<file path="src/rtl/score_display_mux.sv">
// score_display_mux: packed-BCD game score counter with saturation, session
// high score, and a time-multiplexed active-low 7-segment driver.
// Optional build macro SCORE_DISP_BLANK_LZ_EN blanks leading zero digits
// (digit 0 always shown); undefined, every digit is displayed.
module score_display_mux #(
  parameter int NUM_DIGITS = 4,
  parameter int SCAN_DIV   = 50000
) (
  input  logic                    clk_i,
  input  logic                    reset_ni,
  input  logic                    apple_colline,
  input  logic [3:0]              points_i,
  input  logic                    clear_i,
  input  logic                    show_high_i,
  output logic [4*NUM_DIGITS-1:0] score_bcd_o,
  output logic [4*NUM_DIGITS-1:0] high_bcd_o,
  output logic                    saturated_o,
  output logic [6:0]              seg_o,
  output logic [NUM_DIGITS-1:0]   an_o
);

  localparam int SW    = 4 * NUM_DIGITS;
  localparam int PRE_W = $clog2(SCAN_DIV);
  localparam int IDX_W = $clog2(NUM_DIGITS);
  localparam logic [SW-1:0] ALL_NINES = {NUM_DIGITS{4'h9}};

  logic             apple_d1;
  logic             score_evt;
  logic [3:0]       pts;
  logic [SW-1:0]    sum_bcd;
  logic             add_ovf;
  logic [PRE_W-1:0] pre_cnt;
  logic [IDX_W-1:0] dig_idx;
  logic [SW-1:0]    disp_src;
  logic [3:0]       cur_digit;
  logic             blank;
  logic [NUM_DIGITS-1:0] an_next;

  assign score_evt   = apple_colline & ~apple_d1;
  assign saturated_o = (score_bcd_o == ALL_NINES);

  function automatic logic [6:0] seg_decode(input logic [3:0] d);
    case (d)
      4'd0:    seg_decode = 7'b1000000;
      4'd1:    seg_decode = 7'b1111001;
      4'd2:    seg_decode = 7'b0100100;
      4'd3:    seg_decode = 7'b0110000;
      4'd4:    seg_decode = 7'b0011001;
      4'd5:    seg_decode = 7'b0010010;
      4'd6:    seg_decode = 7'b0000010;
      4'd7:    seg_decode = 7'b1111000;
      4'd8:    seg_decode = 7'b0000000;
      4'd9:    seg_decode = 7'b0010000;
      default: seg_decode = 7'b1111111;
    endcase
  endfunction

  // Decimal ripple add of the event's points into digit 0; carry out of the top digit flags saturation.
  always_comb begin
    logic [4:0] dsum;
    logic       carry;
    pts     = (points_i > 4'd9) ? 4'd0 : points_i;
    sum_bcd = '0;
    carry   = 1'b0;
    dsum    = '0;
    for (int k = 0; k < NUM_DIGITS; k++) begin
      dsum = {1'b0, score_bcd_o[4*k +: 4]} + {4'd0, carry};
      if (k == 0) dsum = dsum + {1'b0, pts};
      if (dsum > 5'd9) begin
        sum_bcd[4*k +: 4] = 4'(dsum - 5'd10);
        carry             = 1'b1;
      end else begin
        sum_bcd[4*k +: 4] = dsum[3:0];
        carry             = 1'b0;
      end
    end
    add_ovf = carry;
  end

  // Edge detect, score update (clear beats an event) and high-score tracking.
  always_ff @(posedge clk_i or negedge reset_ni) begin
    if (!reset_ni) begin
      apple_d1    <= 1'b0;
      score_bcd_o <= '0;
      high_bcd_o  <= '0;
    end else begin
      apple_d1 <= apple_colline;
      if (clear_i) begin
        score_bcd_o <= '0;
      end else if (score_evt && !saturated_o) begin
        score_bcd_o <= add_ovf ? ALL_NINES : sum_bcd;
      end
      // Valid BCD orders the same as plain binary, so an unsigned compare suffices.
      if (score_bcd_o > high_bcd_o) high_bcd_o <= score_bcd_o;
    end
  end

  // Scan prescaler and digit index; the index advances once per SCAN_DIV clocks.
  always_ff @(posedge clk_i or negedge reset_ni) begin
    if (!reset_ni) begin
      pre_cnt <= '0;
      dig_idx <= '0;
    end else if (pre_cnt == PRE_W'(SCAN_DIV - 1)) begin
      pre_cnt <= '0;
      dig_idx <= (dig_idx == IDX_W'(NUM_DIGITS - 1)) ? '0 : dig_idx + IDX_W'(1);
    end else begin
      pre_cnt <= pre_cnt + PRE_W'(1);
    end
  end

  // Select the digit being scanned, its anode pattern and whether it is a blanked leading zero.
  always_comb begin
    disp_src  = show_high_i ? high_bcd_o : score_bcd_o;
    cur_digit = disp_src[4*int'(dig_idx) +: 4];
    an_next   = '1;
    an_next[dig_idx] = 1'b0;
`ifdef SCORE_DISP_BLANK_LZ_EN
    blank = (dig_idx != '0);
    for (int k = 0; k < NUM_DIGITS; k++) begin
      if (k >= int'(dig_idx) && disp_src[4*k +: 4] != 4'd0) blank = 1'b0;
    end
`else
    blank = 1'b0;
`endif
  end

  // Segments and anodes are registered together so they always describe the same digit.
  always_ff @(posedge clk_i or negedge reset_ni) begin
    if (!reset_ni) begin
      seg_o <= 7'b1111111;
      an_o  <= '1;
    end else begin
      seg_o <= blank ? 7'b1111111 : seg_decode(cur_digit);
      an_o  <= an_next;
    end
  end

endmodule

</file>
<file path="config.mk">
export PLATFORM = sky130hd
export DESIGN_NAME = score_display_mux
export DESIGN_NICKNAME = d
export VERILOG_FILES = /design/src/rtl/score_display_mux.sv
export SDC_FILE = /design/constraint.sdc
export NUM_CORES = 1
export LEC_CHECK = 0
export ABC_AREA = 1
export ABC_CLOCK_PERIOD_IN_PS = 6350
export CAP_MARGIN = 5
export CELL_PAD_IN_SITES_DETAIL_PLACEMENT = 2
export CELL_PAD_IN_SITES_GLOBAL_PLACEMENT = 2
export CORE_MARGIN = 2
export CORE_UTILIZATION = 33
export DETAILED_ROUTE_END_ITERATION = 8
export GPL_ROUTABILITY_DRIVEN = 0
export PLACE_DENSITY_LB_ADDON = 0.12
export SETUP_SLACK_MARGIN = 0.2
export SYNTH_ARGS = -nofsm -noshare
export SYNTH_HDL_FRONTEND = slang
export SYNTH_SLANG_ARGS = --single-unit
</file>
<file path="constraint.sdc">
create_clock -name clk_i -period 6.35 [get_ports clk_i]
set_input_delay 0.635 -clock clk_i [delete_from_list [all_inputs] [get_ports clk_i]]
set_output_delay 0.635 -clock clk_i [all_outputs]
set_load 0.02 [all_outputs]
</file>
==> impl_metrics.env, run 1 <==
export IMPL_avgRoutedWirePerCell_um=17.04
export IMPL_drtAntennaViolNets=0
export IMPL_pin_count=53
export IMPL_path_max_fanout=5
export IMPL_grt_pass1_vias=4199
export IMPL_max_vdd_ir_drop_uv=149.1
export IMPL_start_kind="primary input"
export IMPL_yosysMostFrequentCell="nand2_1"
export IMPL_cp_slowest_stage_delay_ps=440
export IMPL_initial_utilization=0.3404
export IMPL_grt_usage=0.2046
export IMPL_netlist_top_cells_count="nand2_1, inv_1, nand3_1"
export IMPL_dp_slack_ps=201.1
export IMPL_syn_cell_area_um2=4123
export IMPL_async_flop_share=1.000
export IMPL_period_share=0.8847
export IMPL_drt_initial_drc_count=111
export IMPL_synth_top_family_by_area="simple AND/OR/NAND/NOR gates"
export IMPL_numCtsBuffers=9
export IMPL_rsz0062_at_grt="no"
export IMPL_finalWorstSetupSlack_ps=732.1
export IMPL_synth_area_per_cell_um2=7.779
export IMPL_critPathArrivalTime_ps=5820
export IMPL_p_per_area_nw_per_um2=282.7
export IMPL_hpwlAfterDp_mm=9.713
export IMPL_nNetsFinal=631
export IMPL_vias=3798
export IMPL_finalHoldViolCount=0
export IMPL_coreArea_um2=12110
export IMPL_placed_cell_area_um2=4781
export IMPL_final_core_utilization=0.4227
export IMPL_setup_viol=0
export IMPL_clock_latency_ps=340
export IMPL_worst_pin_slew_ps=1029
export IMPL_path_clk_slew_ps=50
export IMPL_synth_cells=530
export IMPL_clockBufferDepth=2
export IMPL_postCtsSetupBuffers=0
export IMPL_critical_path_class="primary input to register"
export IMPL_cts_tree="built"
export IMPL_synth_seq_cells=62
export IMPL_skew_ps=3.895
export IMPL_antenna_found_initial=0
export IMPL_portBuffers=52
export IMPL_yosysSeqAreaShare=0.3797
export IMPL_fp_dieW_um=115.8
export IMPL_synth_edff_count=0
export IMPL_vias_per_cell=5.030
export IMPL_area_delta_synth_final_pct=24.19
export IMPL_syn_num_nets=579
export IMPL_fill_cells=1418
export IMPL_muxShareOfSynthArea=0
export IMPL_clkSinkCount=62
export IMPL_holdCritPathClass="primary input to async pin"
export IMPL_drc=0
export IMPL_die_h_um=115.8
export IMPL_stdcell_area_um2=5120
export IMPL_rows=40
export IMPL_grt_pass1_wl_mm=21.18
export IMPL_cp_slowest_cell="fa_1"
export IMPL_gr_total_overflow=0
export IMPL_drt_total_wl_mm=12.86
export IMPL_root_buffer="clkbuf_16"
export IMPL_dieArea_um2=13400
export IMPL_synth_simple_area_share=0.3080
export IMPL_status="completed"
export IMPL_relSlewSlack=0.3117
export IMPL_hold_ws_ps=464.7
export IMPL_antenna_cells=0
export IMPL_layout_min_cycle_time_ps=5618
export IMPL_cp_end_kind="register"
export IMPL_synth_cell_types=35
export IMPL_synth_area_leaders="dfrtp_1, nand2_1, ha_1"
export IMPL_yosysWarningCount=0
export IMPL_leakagePower_nw=2.554
export IMPL_drt_pass1_iterations=4
export IMPL_path_common_cell="nand2_1"
export IMPL_synth_fa_ha_area_frac=0.1232
export IMPL_cp_required_ps=6550
export IMPL_max_freq_mhz=178.0
export IMPL_dominantRegCellSynth="dfrtp_1"
export IMPL_maxCapViolations=0
export IMPL_grt_max_degree=63
export IMPL_tns_ps=0
export IMPL_yosysTopAreaCell="dfrtp_1"
export IMPL_report_final_slew_viol_count=0
export IMPL_synth_xor_area_frac=0.02944
export IMPL_drive_above_1_share=0.09710
export IMPL_synth_top_cell_area_share=0.3096
export IMPL_synth_compound_area_frac=0.07678
export IMPL_cts_htree_levels=3
## path summary, 6_finish.rpt
path	from	to	slack, ps	cells after the start
min reg2reg	pre_cnt[0]	pre_cnt[0]	490	1
max reg2reg	score_bcd_o[0]	score_bcd_o[0]	1210	27
max	points_i[1]	score_bcd_o[0]	730	31
max in group asynchronous	reset_ni	high_bcd_o[6]	5330	2
min in group clk_i	pre_cnt[0]	pre_cnt[0]	490	1
min	reset_ni	pre_cnt[13]	460	2
## state kept, by name, indices dropped and copies added (netlist names)
signal       flops
an_o             4
apple_d1         1
dig_idx          2
high_bcd_o      16
pre_cnt         16
score_bcd_o     16
seg_o            7
## layer usage
| metal | vias to the layer above | share of wire | global-route usage |
|---|---|---|---|
| met4 | 0 | 0.015 | 0.07063 |
| met5 | - | 0 | 0 |
| met3 | 13 | 0.018 | 0.02615 |
| li1 | 1823 | - | - |
| met1 | 1921 | 0.43 | 0.2359 |
| met2 | 41 | 0.53 | 0.3875 |
## layout make-up
cell class	instances	area (µm²)	area share
clock buffer	10	239.0	0.04668
clock inverter	6	85.08	0.01662
inverter	71	266.5	0.05205
multi-input combinational	385	2231	0.4357
sequential	62	1565	0.3057
tap	168	210.2	0.04106
timing repair buffer	53	523.0	0.1022
## worst max-delay path, delay by kind of cell
| family | cells | cell delay, ps |
|---|---|---|
| fa+ha+maj | 8 | 1980 |
| simple gates | 12 | 1260 |
| xor+xnor | 4 | 860 |
| buf+inv | 4 | 640 |
| compound gates | 3 | 450 |
## cells by family (layout without fill, tap and decap cells)
family | Yosys count | after routing
DFF | 62 | 62
and+or+nand+nor | 277 | 277
adders and majority gates | 40 | 40
buffers and inverters | 83 | 140
AOI/OAI and AO/OA | 55 | 55
xor gates and xnor gates | 13 | 13
## layout by cell type (no fill, tap or decap), types with 10 or more instances in the layout
cell type,synthesis,routed
nand2_1,154,154
inv_1,65,65
nand3_1,55,55
dfrtp_1,51,51
clkdlybuf4s50_1,0,51
ha_1,39,39
nor2_1,30,30
o21ai_0,21,21
a21oi_1,18,18
dfstp_2,11,11
o211ai_1,10,10
## report_power, final
part | total (mW) | switching (mW) | internal (mW)
Sequential | 0.450 | 0.0202 | 0.430
Combinational | 0.460 | 0.334 | 0.126
Clock | 0.538 | 0.185 | 0.352
Total | 1.45 | 0.539 | 0.908
## stage by stage
step	total power, mW	instances
floorplan	0.7477	530
detailed placement	0.9109	739
global route	1.525	755
CTS	1.460	755
finish	1.447	755
global placement	0.8955	739
## repair_timing
item | in CTS | in global routing
endpoints found under the setup margin | 0 | 9
hold buffers | 0 | 0
gates resized for setup | 0 | 2
Power figures use the tool's default switching activity.
==> run 2: changes to the inputs <==
--- a/config.mk
+++ b/config.mk
@@ -9,3 +9,3 @@
 export ABC_CLOCK_PERIOD_IN_PS = 6350
-export CAP_MARGIN = 5
+export CAP_MARGIN = 30
 export CELL_PAD_IN_SITES_DETAIL_PLACEMENT = 2
==> constraint.sdc (replaced) <==
create_clock -name clk_i -period 6.35 [get_ports clk_i]
set_input_delay 1.27 -clock clk_i [delete_from_list [all_inputs] [get_ports clk_i]]
set_output_delay 1.27 -clock clk_i [all_outputs]
set_load 0.02 [all_outputs]
==> impl_metrics.env, run 2 (synthesis gave the netlist of run 1 again) <==
export IMPL_status="completed"
export IMPL_drive_above_1_share=0.1328
export IMPL_leakagePower_nw=2.571
export IMPL_mostFrequentLayoutCells="nand2_1, inv_1, nand3_1"
export IMPL_rows=40
export IMPL_period_share=0.9115
export IMPL_finalHoldViolCount=0
export IMPL_critPathArrivalTime_ps=6060
export IMPL_grt_pass1_wl_mm=21.47
export IMPL_cp_end_kind="register"
export IMPL_seqCellArea_um2=1565
export IMPL_reg_top3="high_bcd_o (16), pre_cnt (16), score_bcd_o (16)"
export IMPL_drt_total_wl_mm=13.26
export IMPL_stdcell_area_um2=5214
export IMPL_multi_input_area_um2=2277
export IMPL_initial_utilization=0.3404
export IMPL_crit_cells=31
export IMPL_power_frac_seq=0.323
export IMPL_critical_path_class="primary input to register"
export IMPL_fill_cells=1402
export IMPL_p_per_area_nw_per_um2=266.7
export IMPL_placed_cell_area_um2=4796
export IMPL_final_core_utilization=0.4305
export IMPL_p_total_mw=1.390
export IMPL_report_final_slew_viol_count=0
export IMPL_numCtsBuffers=9
export IMPL_clkSinkCount=62
export IMPL_p_clk_frac=0.346
export IMPL_rsz0062_at_grt="no"
export IMPL_dpl_cell_count=741
export IMPL_gr_total_overflow=0
export IMPL_p_switching_mw=0.5197
export IMPL_cts_hold_buf=0
export IMPL_instances_no_fill=763
export IMPL_cp_required_ps=6620
export IMPL_max_freq_mhz=172.8
export IMPL_antenna_found_initial=0
export IMPL_maxCapViolations=0
export IMPL_p_int_mw=0.8706
export IMPL_pin_count=53
export IMPL_grt_max_degree=63
export IMPL_drt_pass1_iterations=4
export IMPL_dieArea_um2=13400
export IMPL_layout_min_cycle_time_ps=5788
export IMPL_portBuffers=52
export IMPL_swShare=0.3738
export IMPL_power_frac_comb=0.331
export IMPL_min_path_cells=1
export IMPL_fp_dieW_um=115.8
export IMPL_skew_ps=7.031
export IMPL_layout_cells_most_common="nand2_1"
export IMPL_grt_usage=0.2081
export IMPL_path_max_fanout=8
export IMPL_reg2reg_depth=28
export IMPL_die_h_um=115.8
export IMPL_coreArea_um2=12110
export IMPL_relSlewSlack=0.4575
export IMPL_vias=3767
export IMPL_vias_per_cell=4.937
export IMPL_hpwlAfterDp_mm=9.825
export IMPL_path_clk_slew_ps=50
export IMPL_cp_buffers_inverters=5
export IMPL_cp_slowest_stage_delay_ps=490
export IMPL_antenna_cells=0
export IMPL_cp_slowest_cell="clkdlybuf4s50_1"
export IMPL_root_buffer="clkbuf_16"
export IMPL_clockBufferDepth=2
export IMPL_cts_tree="built"
export IMPL_crit_family="adder cells"
export IMPL_drtAntennaViolNets=0
export IMPL_setup_viol=0
export IMPL_max_vdd_ir_drop_uv=120.3
export IMPL_holdCritPathClass="register to register"
export IMPL_worst_pin_slew_ps=813.7
export IMPL_avgRoutedWirePerCell_um=17.38
export IMPL_cts_htree_levels=3
export IMPL_area_delta_synth_final_pct=26.46
export IMPL_drc=0
export IMPL_nNetsFinal=639
export IMPL_clock_latency_ps=340
export IMPL_start_kind="primary input"
export IMPL_grt_pass1_vias=4217
export IMPL_drt_initial_drc_count=92
run 2: cell types whose count changed in the layout (fill, tap and decap cells not counted), sizes merged:
cell,change
bufinv,-2
clkbuf,+6
clkinv,-2
clkinvlp,-2
buf,+8
run 2: power groups by stage:
| stage | logic, mW | clock network [mW] | registers (mW) |
|---|---|---|---|
| after floorplan | 0.262 | 0 | 0.486 |
| after global routing | 0.517 | 0.511 | 0.454 |
| after detailed placement | 0.457 | 0 | 0.457 |
| final | 0.460 | 0.481 | 0.450 |
| after CTS | 0.459 | 0.493 | 0.451 |
| after global placement | 0.438 | 0 | 0.456 |
run 2: area by class of cell:
type | instances | share of cell area
multi-input cells | 385 | 0.4368
flip-flops and latches | 62 | 0.3002
repair buffers | 61 | 0.1157
clock buffers | 16 | 0.05592
inverters | 71 | 0.05112
well taps | 168 | 0.04032
run 2: what timing repair did:
action,in CTS,in global routing
cloned,0,0
endpoints found under the setup margin,15,16
setup buffers,0,5
pin swaps,1,7
gates resized for setup,4,16
run 2: worst reg2reg max path: cells and delay by family, from the launching register on:
kind                     cells  cell delay, ps
flip-flops                   1             450
adder cells (fa/ha/maj)      8            2010
buffers and inverters        3             190
AO/OA/AOI/OAI                1             120
XOR/XNOR                     2             330
AND/OR/NAND/NOR             14            1460
run 2: final timing paths:
kind | from | endpoint | slack [ps]
worst max-delay path | points_i[3] | score_bcd_o[6] | 560
worst min-delay path | pre_cnt[13] | pre_cnt[13] | 470
worst max register to register | score_bcd_o[0] | score_bcd_o[6] | 1710
worst min register to register | pre_cnt[13] | pre_cnt[13] | 470
max in group asynchronous | reset_ni | high_bcd_o[5] | 4710
min in group asynchronous | reset_ni | pre_cnt[13] | 1100
run 2: metal layers:
layer  vias up  routed length, µm  track usage  part of all wire
met2        44               7027       0.3844              0.53
li1       1831                  -            -                 -
met5         -                  0            0                 0
met1      1872               5701       0.2399              0.43
met4         0                223      0.06825             0.017
met3        20                310      0.04236             0.023
run 2: metrics by stage:
| step | TNS (ps) | setup slack (ps) | hold slack (ps) |
|---|---|---|---|
| after floorplan | 0 | 846.5 | 441.6 |
| after global placement | 0 | 163.4 | 458.9 |
| after detailed placement | -4215 | -329.6 | 469.4 |
| after CTS | 0 | 206.3 | 479.6 |
| after global routing | 0 | 169.4 | 488.6 |
| final | 0 | 562.2 | 471.4 |
